$ cat config.mk
export PLATFORM = sky130hd
export DESIGN_NAME = sync_fifo
export DESIGN_NICKNAME = d
export VERILOG_FILES = /design/src/rtl/sync_fifo.sv
export SDC_FILE = /design/constraint.sdc
export NUM_CORES = 1
export LEC_CHECK = 0
export ABC_AREA = 1
export ABC_CLOCK_PERIOD_IN_PS = 2400
export CAP_MARGIN = 20
export CORE_AREA = 8 8 88 90
export CTS_CLUSTER_SIZE = 20
export DETAILED_ROUTE_END_ITERATION = 10
export DIE_AREA = 0 0 96 98
export GPL_ROUTABILITY_DRIVEN = 0
export MAX_ROUTING_LAYER = met4
export PLACE_DENSITY_LB_ADDON = 0.3
export RECOVER_POWER = 50
export SLEW_MARGIN = 40
export SYNTH_ARGS = -nofsm -noshare
export SYNTH_HDL_FRONTEND = slang
export SYNTH_SLANG_ARGS = --single-unit
$ cat constraint.sdc
create_clock -name clk -period 2.4 [get_ports clk]
set_input_delay 0.48 -clock clk [delete_from_list [all_inputs] [get_ports clk]]
set_output_delay 0.48 -clock clk [all_outputs]
set_load 0.05 [all_outputs]
$ cat src/rtl/sync_fifo.sv
// sync_fifo
//   Single-clock first-in first-out buffer with an occupancy counter.
//   It decouples a producer (push) from a consumer (pop) in one clock domain.
//   A push while full and a pop while empty are ignored.
//   Stored data is never disturbed by either of them.
//
// Parameters
//   DATA_WIDTH  width of data_in / data_out
//   BUF_WIDTH   address bits; depth is 2**BUF_WIDTH entries
//
// Ports
//   clk           rising-edge clock
//   rst           synchronous active-high reset; it has priority over push and pop
//   push          write request; data_in is captured on the edge when not full
//   pop           read request; data_out is loaded on the edge when not empty
//   data_in       write data
//   data_out      registered read data; it holds its value when no read occurs
//   empty         fifo_counter == 0, decoded combinationally
//   full          fifo_counter == depth, decoded combinationally
//   fifo_counter  number of stored entries, 0..depth
module sync_fifo #(
  parameter int DATA_WIDTH = 8,
  parameter int BUF_WIDTH  = 3
) (
  input  logic                  clk,
  input  logic                  rst,
  input  logic                  push,
  input  logic                  pop,
  input  logic [DATA_WIDTH-1:0] data_in,
  output logic [DATA_WIDTH-1:0] data_out,
  output logic                  empty,
  output logic                  full,
  output logic [BUF_WIDTH:0]    fifo_counter
);

  localparam int                 BUF_SIZE = 1 << BUF_WIDTH;
  localparam logic [BUF_WIDTH:0] CNT_FULL = (BUF_WIDTH+1)'(BUF_SIZE);

  logic [DATA_WIDTH-1:0] mem [BUF_SIZE];
  logic [BUF_WIDTH-1:0]  wr_ptr;
  logic [BUF_WIDTH-1:0]  rd_ptr;
  logic                  wr_en;
  logic                  rd_en;

  // The occupancy changes only when exactly one of the two transfers happens.
  function automatic logic [BUF_WIDTH:0] next_count(
    input logic [BUF_WIDTH:0] cnt,
    input logic               wr,
    input logic               rd
  );
    logic [BUF_WIDTH:0] res;
    res = cnt;
    case ({wr, rd})
      2'b10:   res = cnt + (BUF_WIDTH+1)'(1);
      2'b01:   res = cnt - (BUF_WIDTH+1)'(1);
      default: res = cnt;
    endcase
    return res;
  endfunction

  // Pointers are exactly BUF_WIDTH bits wide.
  // They wrap from BUF_SIZE-1 to 0 without extra logic.
  function automatic logic [BUF_WIDTH-1:0] next_ptr(
    input logic [BUF_WIDTH-1:0] ptr,
    input logic                 adv
  );
    return adv ? ptr + BUF_WIDTH'(1) : ptr;
  endfunction

  assign empty = (fifo_counter == '0);
  assign full  = (fifo_counter == CNT_FULL);

  // Acceptance uses the flags from before the edge.
  // A simultaneous push and pop on an empty FIFO therefore only writes.
  // On a full FIFO it only reads.
  assign wr_en = push & ~full;
  assign rd_en = pop & ~empty;

  // ---- edge: control state (pointers, count) ----
  always_ff @(posedge clk) begin
    if (rst) begin
      wr_ptr       <= '0;
      rd_ptr       <= '0;
      fifo_counter <= '0;
    end else begin
      wr_ptr       <= next_ptr(wr_ptr, wr_en);
      rd_ptr       <= next_ptr(rd_ptr, rd_en);
      fifo_counter <= next_count(fifo_counter, wr_en, rd_en);
    end
  end

  // ---- edge: storage write (contents are don't-care after reset) ----
  always_ff @(posedge clk) begin
    if (wr_en && !rst) begin
      mem[wr_ptr] <= data_in;
    end
  end

  // ---- edge: registered read port, one clock latency ----
  always_ff @(posedge clk) begin
    if (rst) begin
      data_out <= '0;
    end else if (rd_en) begin
      data_out <= mem[rd_ptr];
    end
  end

endmodule

==> metrics.yaml <==
grt_overflow: 0
cts_setup_buffers: 0
rsz0062_at_grt: "no"
syn_inst: 368
utilization_pct: 64.1
whs_ps: 464
fmax_ghz: 0.436
tns_ps: 0
timing.critical_path.from: "fifo_counter[1]"
drtIter0Drc: 114
power_per_cell_area_nw_per_um2: 1020
instances_no_fill: 493
n_fill_cell: 529
status: "finished, final reports clean"
max_slew_margin_pct: 30.9
design_area_um2: 4160
path_max_fanout: 5
syn_to_final_growth_pct: 15.7
synth.net_count: 386
start_kind: "register"
finalMaxSlewViolations: 0
crit_arrival_ps: 1810
hold_violations: 0
maxCapViolCount: 0
hold_class: "reg -> reg"
fin_crit_ps: 2290
tritoncts: "done"
placed_area_um2: 3980
holdBufCountCts: 0
start_util_pct: 55.4
htree_levels: 3
vias_per_cell: 5.13
timing.rr.end: "data_out[5]"
fp.dieH_um: 98
ir_drop_mv: 0.921
reg2reg_depth: 6
diodes: 0
num_vias: 2527
synth_seq_cells: 82
drt-total-wl_um: 7310
grt_pass1_vias: 2363
core_area_um2: 6490
path_class: "reg -> out"
antenna_found_initial: 0
clk_pin_slew_ps: 80
end_kind: "output port"
fp-row-count: 30
nets: 426
first_pass_iters: 4
finalSetupViolCount: 0
drive_gt1_share_pct: 8.23
grt_max_degree: 35
skew_ps: 6.23
dieArea_um2: 9410
post_cts_resized: 0
wl_per_cell_um: 14.8
ios: 26
io_buffers: 25
cts-root-buf: "clkbuf_8"
cp.required_ps: 1920
dp_cells: 477
synth_area_um2: 3600
drc_errors: 0
grt_pass1_wl_um: 11800
clk_latency_ps: 340
layout_common_cells: "104 x nand2_1, 66 x inv_1, 64 x edfxtp_1, 54 x nand3_1, 18 x dfxtp_1"
yosysSeqAreaShare_pct: 63.4
hpwl_um: 4790
cts_made_buffers: 9
cts_max_path_buffers: 2
p_leak_nw: 1.77
ys_warn_count: 0
final_common_cell: "nand2_1"
worstMarginPinSlew_ps: 1040
reg2reg_from: "rd_ptr[0]"
fin_crit_sh_pct: 95.6
cts.sinks: 82
grt.total_usage_pct: 17.0
ys_types: 23
ff2ff_setup_slack_ps: 280
crit_path_end: "empty"
antenna_left: 0
die_w_um: 96
synth.avg_cell_area_um2: 9.78
## worst min-delay path by stage
stage	slack (ps)	endpoint	depth (start not counted)	from
final	460	data_out[2]	2	data_out[2]
after global routing	490	data_out[2]	2	data_out[2]
after CTS	470	data_out[1]	2	data_out[1]
after detailed placement	460	data_out[1]	2	data_out[1]
after global placement	450	data_out[2]	2	data_out[2]
after floorplan	490	wr_ptr[1]	2	wr_ptr[1]
## metrics by stage
step	total power, mW	setup slack (ps)
2_1_floorplan	2.93	186
3_3_place_gp	3.32	164
3_5_place_dp	3.34	112
4_1_cts	4.30	78.5
5_1_grt	4.51	23.4
6_report	4.26	106
## cell families (layout without fill, tap and decap cells)
family | Yosys count | count (layout) | share of synthesized area (%)
AO/OA/AOI/OAI | 25 | 25 | 3.48
XOR/XNOR | 1 | 1 | 0.243
adder cells (fa/ha/maj) | 6 | 6 | 2.29
buffers and inverters | 81 | 126 | 10.2
flip-flops | 82 | 82 | 63.4
AND/OR/NAND/NOR | 173 | 173 | 20.4
## report_power, final
part | switching [mW] | internal, mW
clock | 0.488 | 0.476
combinational | 1.02 | 0.523
sequential | 0.107 | 1.65
## synthesized netlist by cell type
cell type,instances,area share (%)
a21oi_1,16,2.2
and3_1,1,0.17
buf_2,4,0.56
buf_4,2,0.42
buf_6,6,1.9
clkbuf_1,1,0.10
clkinv_1,1,0.10
dfxtp_1,18,10
edfxtp_1,64,53
fa_1,1,0.56
ha_1,5,1.7
inv_1,64,6.7
inv_2,2,0.21
inv_6,1,0.24
nand2_1,104,11
nand2_2,1,0.17
nand3_1,54,7.5
nor2_1,6,0.63
nor2_2,1,0.17
nor3_1,5,0.70
o21ai_0,9,1.3
or2_2,1,0.17
xnor2_1,1,0.24
## registers in the layout, indices dropped and copies added (netlist names)
name          cells
mem              64
data_out          8
fifo_counter      4
rd_ptr            3
wr_ptr            3
## worst max-delay path: stages, from the launching register on
cell	delay (ps)
dfxtp_1	370
nor2_2	110
nand3_1	120
inv_1	80
clkdlybuf4s50_1	800
## per-layer routing
metal / vias to the layer above / part of all wire, % / global-route usage, %
met4: 0 / 2.1 / 8.64
li1: 1266 / - / -
met2: 67 / 49 / 25.5
met5: - / 0 / -
met1: 1179 / 43 / 20.6
met3: 15 / 5.7 / 4.30
## layout make-up
cell class,count,area (um2),area share (%)
flip-flops and latches,82,2280,54.8
multi-input cells,205,950,22.8
repair buffers,42,383,9.19
inverters,68,255,6.13
clock buffers,9,124,2.97
well taps,80,100,2.40
clock inverters,7,70.1,1.68
(Power assumes the default switching activity.)
